### src/rtl/spi_pkg.sv
// Shared types and defaults for the SPI master transfer sequencer.
// Holds the state enum spi_state_t and the DATA_W / DIV_W defaults.
package spi_pkg;

  localparam int DATA_W_DEF = 8;
  localparam int DIV_W_DEF  = 8;

  typedef enum logic [2:0] {
    S_IDLE,
    S_LOAD,
    S_SHIFT_LO,
    S_SHIFT_HI,
    S_STORE,
    S_END
  } spi_state_t;

endpackage

### src/rtl/spi_clk_div.sv
// Loadable down-counter giving a half-period tick for the SPI sequencer.
// Ports: clk, rst (async, active-high), load_i/val_i reload, tick_o.
module spi_clk_div
  import spi_pkg::*;
#(
  parameter int DIV_W = DIV_W_DEF
) (
  input  logic             clk,
  input  logic             rst,
  input  logic             load_i,
  input  logic [DIV_W-1:0] val_i,
  output logic             tick_o
);

  logic [DIV_W-1:0] cnt_q, cnt_d;

  // tick fires on the last cycle of a val_i+1 cycle window
  assign tick_o = (cnt_q == '0);

  always_comb begin
    cnt_d = cnt_q;
    if (load_i)
      cnt_d = val_i;
    else if (cnt_q != '0)
      cnt_d = cnt_q - 1'b1;
  end

  always_ff @(posedge clk or posedge rst) begin
    if (rst) cnt_q <= '0;
    else     cnt_q <= cnt_d;
  end

endmodule

### src/rtl/spi_fifo_ctrl.sv
// SPI mode-0 master sequencer between TX/RX byte FIFOs and the SPI pins.
// Ports: FIFO side (tx_*, rx_*), pins (sclk/mosi/miso/cs_n), en/abort, rx_ovf.
// Optional macro SPI_RX_STALL_EN: wait in STORE instead of dropping bytes.
module spi_fifo_ctrl
  import spi_pkg::*;
#(
  parameter int DIV_W  = DIV_W_DEF,
  parameter int DATA_W = DATA_W_DEF
) (
  input  logic              clk,
  input  logic              rst,
  input  logic              en,
  input  logic              abort,
  input  logic [DIV_W-1:0]  clkdiv,
  input  logic              tx_empty,
  input  logic [DATA_W-1:0] tx_q,
  output logic              tx_rd,
  input  logic              rx_full,
  output logic [DATA_W-1:0] rx_d,
  output logic              rx_wr,
  output logic              sclk,
  output logic              mosi,
  input  logic              miso,
  output logic              cs_n,
  output logic              busy,
  output logic              rx_ovf,
  input  logic              ovf_clr
);

  localparam int CW = $clog2(DATA_W);
  localparam logic [CW-1:0] LAST = CW'(DATA_W - 1);

  spi_state_t        state_q, state_d;
  // MSB goes straight to mosi at load, so only the rest is kept
  logic [DATA_W-2:0] txsr_q, txsr_d;
  logic [DATA_W-1:0] rxsr_q, rxsr_d;
  logic [CW-1:0]     bit_q, bit_d;
  logic [DIV_W-1:0]  div_q, div_d;
  logic              cs_n_q, cs_n_d;
  logic              sclk_q, sclk_d;
  logic              mosi_q, mosi_d;
  logic              ovf_q, ovf_d;
  logic              go;
  logic              tick;
  logic              div_load;
  logic [DIV_W-1:0]  div_val;

`ifdef SPI_RX_STALL_EN
  assign go = en && !tx_empty && !rx_full;
`else
  assign go = en && !tx_empty;
`endif

  // reload on every state change; clkdiv is live only in LOAD
  assign div_load = (state_d != state_q);
  assign div_val  = (state_q == S_LOAD) ? clkdiv : div_q;

  spi_clk_div #(
    .DIV_W (DIV_W)
  ) u_div (
    .clk    (clk),
    .rst    (rst),
    .load_i (div_load),
    .val_i  (div_val),
    .tick_o (tick)
  );

  always_comb begin
    state_d = state_q;
    txsr_d  = txsr_q;
    rxsr_d  = rxsr_q;
    bit_d   = bit_q;
    div_d   = div_q;
    cs_n_d  = cs_n_q;
    sclk_d  = sclk_q;
    mosi_d  = mosi_q;
    ovf_d   = ovf_clr ? 1'b0 : ovf_q;

    unique case (state_q)
      S_IDLE: begin
        if (go) state_d = S_LOAD;
      end
      S_LOAD: begin
        txsr_d  = tx_q[DATA_W-2:0];
        mosi_d  = tx_q[DATA_W-1];
        bit_d   = '0;
        div_d   = clkdiv;
        cs_n_d  = 1'b0;
        state_d = S_SHIFT_LO;
      end
      S_SHIFT_LO: begin
        if (tick) begin
          sclk_d  = 1'b1;
          rxsr_d  = {rxsr_q[DATA_W-2:0], miso};
          state_d = S_SHIFT_HI;
        end
      end
      S_SHIFT_HI: begin
        if (tick) begin
          sclk_d = 1'b0;
          if (bit_q == LAST) begin
            state_d = S_STORE;
          end else begin
            mosi_d  = txsr_q[DATA_W-2];
            txsr_d  = {txsr_q[DATA_W-3:0], 1'b0};
            bit_d   = bit_q + 1'b1;
            state_d = S_SHIFT_LO;
          end
        end
      end
      S_STORE: begin
`ifdef SPI_RX_STALL_EN
        if (!rx_full)
          state_d = go ? S_LOAD : S_END;
`else
        // set beats a same-cycle clear
        if (rx_full) ovf_d = 1'b1;
        state_d = go ? S_LOAD : S_END;
`endif
      end
      S_END: begin
        if (tick) begin
          cs_n_d  = 1'b1;
          mosi_d  = 1'b0;
          state_d = S_IDLE;
        end
      end
      default: state_d = S_IDLE;
    endcase

    if (abort) begin
      state_d = S_IDLE;
      cs_n_d  = 1'b1;
      sclk_d  = 1'b0;
      mosi_d  = 1'b0;
      ovf_d   = ovf_clr ? 1'b0 : ovf_q;
    end
  end

  always_ff @(posedge clk or posedge rst) begin
    if (rst) begin
      state_q <= S_IDLE;
      txsr_q  <= '0;
      rxsr_q  <= '0;
      bit_q   <= '0;
      div_q   <= '0;
      cs_n_q  <= 1'b1;
      sclk_q  <= 1'b0;
      mosi_q  <= 1'b0;
      ovf_q   <= 1'b0;
    end else begin
      state_q <= state_d;
      txsr_q  <= txsr_d;
      rxsr_q  <= rxsr_d;
      bit_q   <= bit_d;
      div_q   <= div_d;
      cs_n_q  <= cs_n_d;
      sclk_q  <= sclk_d;
      mosi_q  <= mosi_d;
      ovf_q   <= ovf_d;
    end
  end

  assign tx_rd  = (state_q == S_LOAD) && !abort;
  assign rx_wr  = (state_q == S_STORE) && !rx_full && !abort;
  assign busy   = (state_q != S_IDLE);
  assign rx_d   = rxsr_q;
  assign sclk   = sclk_q;
  assign mosi   = mosi_q;
  assign cs_n   = cs_n_q;
  assign rx_ovf = ovf_q;

endmodule

### config.mk
export PLATFORM = sky130hd
export DESIGN_NAME = spi_fifo_ctrl
export DESIGN_NICKNAME = d
export VERILOG_FILES = /design/src/rtl/spi_pkg.sv /design/src/rtl/spi_clk_div.sv /design/src/rtl/spi_fifo_ctrl.sv
export SDC_FILE = /design/constraint.sdc
export NUM_CORES = 1
export LEC_CHECK = 0
export ABC_AREA = 1
export CELL_PAD_IN_SITES_DETAIL_PLACEMENT = 1
export CELL_PAD_IN_SITES_GLOBAL_PLACEMENT = 2
export CORE_MARGIN = 1.5
export CORE_UTILIZATION = 27
export DETAILED_ROUTE_END_ITERATION = 10
export PLACE_DENSITY_LB_ADDON = 0.15
export SLEW_MARGIN = 40
export SYNTH_ARGS = -nofsm -noshare
export SYNTH_HDL_FRONTEND = slang
export SYNTH_SLANG_ARGS = --single-unit
### constraint.sdc
create_clock -name clk -period 1.85 [get_ports clk]
set_clock_uncertainty 0.05 [all_clocks]
set_input_delay 0.555 -clock clk [delete_from_list [all_inputs] [get_ports clk]]
set_output_delay 0.555 -clock clk [all_outputs]
set_load 0.02 [all_outputs]
# == Word level (Yosys, flattened, before mapping) ==
# Index checks and enable logic that the tools add are counted.
# classes
add_sub_neg,2
eq_ne,13
muxes,31
reduce_logical,21
# op_table
operator,n
$mux W3,9
$mux W8,3
$pmux W3 S6,1
$mux W7,2
$pmux W7 S2,1
$ne A3 B3 Y1 const B,4
$mux W1,11
$eq A3 B3 Y1 const B,3
$reduce_bool A3 Y1,3
$logic_not A8 Y1,1
$reduce_bool A8 Y1,1
$sub A8 B1 Y8 const B,1
$eq A3 B2 Y1 const B,2
$pmux W3 S2,1
$reduce_and A3 Y1,2
$logic_and A1 B1 Y1,4
$ne A2 B2 Y1 const B,2
$pmux W1 S2,2
$reduce_and A2 Y1,2
$reduce_and A4 Y1,1
$reduce_bool A2 Y1,2
$reduce_bool A4 Y1,1
$add A3 B1 Y3 const B,1
$eq A3 B1 Y1 const B,1
other kinds (4),6
# word_totals
ff_bits,41
inputBits,24
output_inout_bits,15
wordCells,77

# == Depth between registers and ports, before layout ==
# depth
word_depth,7
mapped_depth,14
depth_no_buf,14

# == Hierarchy ==
# Synthesis repeated with hierarchy kept, for this count alone.
# hier_totals
cells_unflattened,251
hier_area_um2,2163.3
# by_module_without_submodules
module,instances,cells_per_inst,area_per_inst_um2,seq_area_each_um2
spi_fifo_ctrl,1,180,1632.8,827.0
spi_clk_div,1,71,530.5,200.2

# == Least setup slack after synthesis ==
# No wires, ideal clock.
# synth_timing
kind,input port to flip-flop
from,input port abort
to,register u_div.cnt_q[1]
arrival_time_ns,1.608
setup_slack_ns,0.076
stages,10
path_buffers,0
cell_sequence,inv_1 nand2_1 nor2_1 inv_1 nand2_1 a21oi_1 nand2_2 nand2_2 nand2_1 nand2_1
# synth_between
elab_chain_len,3
# synth_lines
item,line,rtl
start: declaration,spi_fifo_ctrl.sv:13,"input logic abort,"
$mux W3 (*),spi_fifo_ctrl.sv:131,if (abort) begin
$ne A3 B3 Y1 (*),spi_fifo_ctrl.sv:55,assign div_load = (state_d != state_q);
$mux W8 or $reduce_bool A2 Y1 (tied branches),-,
end signal: assignment,spi_clk_div.sv:30,else cnt_q <= cnt_d;
end: declaration,spi_clk_div.sv:15,"logic [DIV_W-1:0] cnt_q, cnt_d;"
# Mark *: on every way between the ends. The rest lies on a longest branch, timed or not.
# A chain may end at the register's enable or synchronous reset.

# == Worst setup path after layout ==
# layout_timing
from,input port rx_full
to,output port rx_wr
# layout_between
elab_chain_len,3
# layout_lines
item,line,rtl
start: declaration,spi_fifo_ctrl.sv:18,"input logic rx_full,"
$logic_not A1 Y1,spi_fifo_ctrl.sv:165,assign rx_wr = (state_q == S_STORE) && !rx_full && !abort;
$logic_and A1 B1 Y1 (2 in series),spi_fifo_ctrl.sv:165,
end: declaration,spi_fifo_ctrl.sv:20,"output logic rx_wr,"
# No other way between the ends.

==> flow_metrics.env <==
export IMPL_place_area_um2=2877
export IMPL_layout_cells_most_common_list="nand2_1 (75), dfrtp_1 (40), buf_4 (38)"
export IMPL_fp_dieH_um=91.84
export IMPL_powerDensity_nw_per_um2=933.8
export IMPL_cts_made_buffers=5
export IMPL_num_nets_final=375
export IMPL_ys_seq_elements=41
export IMPL_setup_viol=0
export IMPL_grt_use_total=0.1364
export IMPL_synth_warnings=0
export IMPL_slew_violations=0
export IMPL_worstMarginPinSlew_ns=0.2395
export IMPL_portBuffers=38
export IMPL_end_kind="primary output"
export IMPL_place_ws_ns=-0.6941
export IMPL_grt_pass1_vias=1950
export IMPL_grt_pass1_wl_um=9204
export IMPL_vias_per_cell=4.329
export IMPL_muxShareOfSynthArea=0
export IMPL_hold_viol_final=0
export IMPL_worst_slack_ns=0.01743
export IMPL_avgSynthCellArea_um2=8.041
export IMPL_reg2regPathDepth=14
export IMPL_post_place_cells=433
export IMPL_stdcell_count=450
export IMPL_syn_inst=265
export IMPL_core_area_um2=7687
export IMPL_rsz0062_at_grt="yes"
export IMPL_nFillCells=936
export IMPL_cts_buffer_depth=2
export IMPL_arrival_ns=1.23
export IMPL_mostFrequentLayoutCell="nand2_1"
export IMPL_fp_dieW_um=91.84
export IMPL_antenna_found_initial=0
export IMPL_clockRootBuffer="clkbuf_8"
export IMPL_grt_ovfl_total=0
export IMPL_drv_cap=0
export IMPL_cpPeakStageDelay_ns=0.48
export IMPL_htree_levels=2
export IMPL_final_cell_area_um2=3213
export IMPL_r2r_end="u_div.cnt_q[0]"
export IMPL_p_total_uw=3000
export IMPL_synth_compound_area_frac=0.08514
export IMPL_cts_tree="built"
export IMPL_grt_max_degree=42
export IMPL_wire_per_inst_um=12.13
export IMPL_maxSlewHeadroom=0.8386
export IMPL_status="finished clean"
export IMPL_r2r_start="bit_q[0]"
export IMPL_synthXorXnorAreaFrac=0.02466
export IMPL_path_cells="clkdlybuf4s50_1 -> nor2_1 -> buf_4"
export IMPL_cellLeakagePower_uw=0.001604
export IMPL_ys_seq_area_frac=0.4821
export IMPL_synth_simple_area_share=0.3065
export IMPL_synthAdderAreaFrac=0.02349
export IMPL_rows=32
export IMPL_hold_depth=2
export IMPL_first_iter_violations=44
export IMPL_hpwlAfterDp_um=3906
export IMPL_min_from="div_q[6]"
export IMPL_routabilityCongestion=0.7682
export IMPL_antenna_cells=0
export IMPL_start_util=0.2772
export IMPL_clock_latency_ns=0.29
export IMPL_max_freq_mhz=545.7
export IMPL_area_growth_pct=50.79
export IMPL_hold_path_class="reg -> reg"
export IMPL_cp_required_ns=1.24
export IMPL_die_area_um2=8434
export IMPL_regToRegSetupSlack_ns=0.05
export IMPL_cp_start_kind="input port"
export IMPL_hold_end="div_q[6]"
export IMPL_cts_clk_slew_worst_paths_ns=0.08
export IMPL_period_minus_slack_ns=1.833
export IMPL_cts_hold_buffers=0
export IMPL_first_pass_iters=4
export IMPL_synth_cell_types=28
export IMPL_syn_cell_area_um2=2131
export IMPL_num_vias=1948
export IMPL_totalWireLength_um=5459
export IMPL_critPathMaxFanout=2
export IMPL_critical_path_class="in -> out"
export IMPL_synth_top_family_by_area="simple AND/OR/NAND/NOR gates"
export IMPL_ios=39
export IMPL_cts_sinks=41
export IMPL_setup_tns_ns=0
export IMPL_syn_nets=293
export IMPL_antenna_left=0
export IMPL_ir_drop_mv=0.3852
export IMPL_drc=0
export IMPL_drive_gt1_frac=0.3276
export IMPL_fin_crit_sh=0.9906
export IMPL_cp_slowest_cell="clkdlybuf4s50_1"
==> final cells by class <==
type | instances | area [um^2] | area share
Clock inverter | 2 | 37.54 | 0.01168
Clock buffer | 6 | 82.58 | 0.02570
Tap cell | 102 | 127.6 | 0.03972
Sequential cell | 41 | 1027 | 0.3197
Multi-Input combinational cell | 184 | 1105 | 0.3438
Timing Repair Buffer | 78 | 689.4 | 0.2146
Inverter | 37 | 143.9 | 0.04478
==> critical path: cells and delay by family <==
kind | cells | cell delay [ns]
buffers and inverters | 2 | 0.63
AND/OR/NAND/NOR | 1 | 0.05
==> power by group <==
group          switching, uW  leakage (uW)  total [uW]  internal, uW
clock network            325     0.0000574         764           439
registers                120      0.000519        1220          1100
logic                    559       0.00103        1020           459
total                   1000       0.00160        3000          2000
==> per-stage QoR <==
step                hold WS [ns]    util
finish                    0.4281  0.4180
CTS                       0.4357  0.3999
detailed placement        0.4151  0.3742
global route              0.4596  0.4180
floorplan                 0.3884       -
global placement          0.4094  0.3742
==> kinds of logic after synthesis <==
group	Yosys count
compound gates	32
buf+inv	41
fa+ha+maj	4
xor+xnor	6
flops	41
simple gates	141
==> flip-flops by register name (all words and copies together) (netlist names) <==
signal       cells
div_q            8
rx_d             8
u_div.cnt_q      8
txsr_q           7
bit_q            3
state_q          3
cs_n             1
mosi             1
rx_ovf           1
sclk             1
==> worst max path at each step <==
stage | start | depth (start not counted) | endpoint | slack (ns)
final | rx_full | 3 | rx_wr | 0.02
after global routing | u_div.cnt_q[1] | 13 | u_div.cnt_q[0] | -0.1
after CTS | state_q[0] | 4 | rx_wr | 0.004
after detailed placement | abort | 5 | tx_rd | -0.69
after global placement | abort | 5 | tx_rd | -0.67
after floorplan | abort | 10 | u_div.cnt_q[1] | 0.08
==> routing by layer <==
layer  wire length (um)  track usage
met1               2607       0.1757
met2               2622       0.2320
met3                172      0.02736
met4                 56      0.03846
met5                  0            0
==> synthesized netlist by cell type (all sizes together) <==
cell type,number,area (um^2)
o211ai,6,45.04
a21oi,6,30.03
dfrtp,40,1001
nand3,22,137.6
nor2,17,93.84
or2,3,18.77
dfstp,1,26.28
nand2,96,382.9
nor3,3,20.02
clkbuf,1,3.750
o21ai,19,98.85
a211oi,1,7.510
xnor2,2,17.52
buf,3,23.77
inv,37,138.9
ha,4,50.05
xor2,4,35.03
==> what timing repair did <==
| item | CTS | global route |
|---|---|---|
| pin swaps | 13 | 23 |
| cloned | 0 | 1 |
| resized for setup | 47 | 33 |
| setup buffers | 7 | 2 |
| endpoints found under the setup margin | 23 | 20 |
Power figures use the tool's default switching activity.
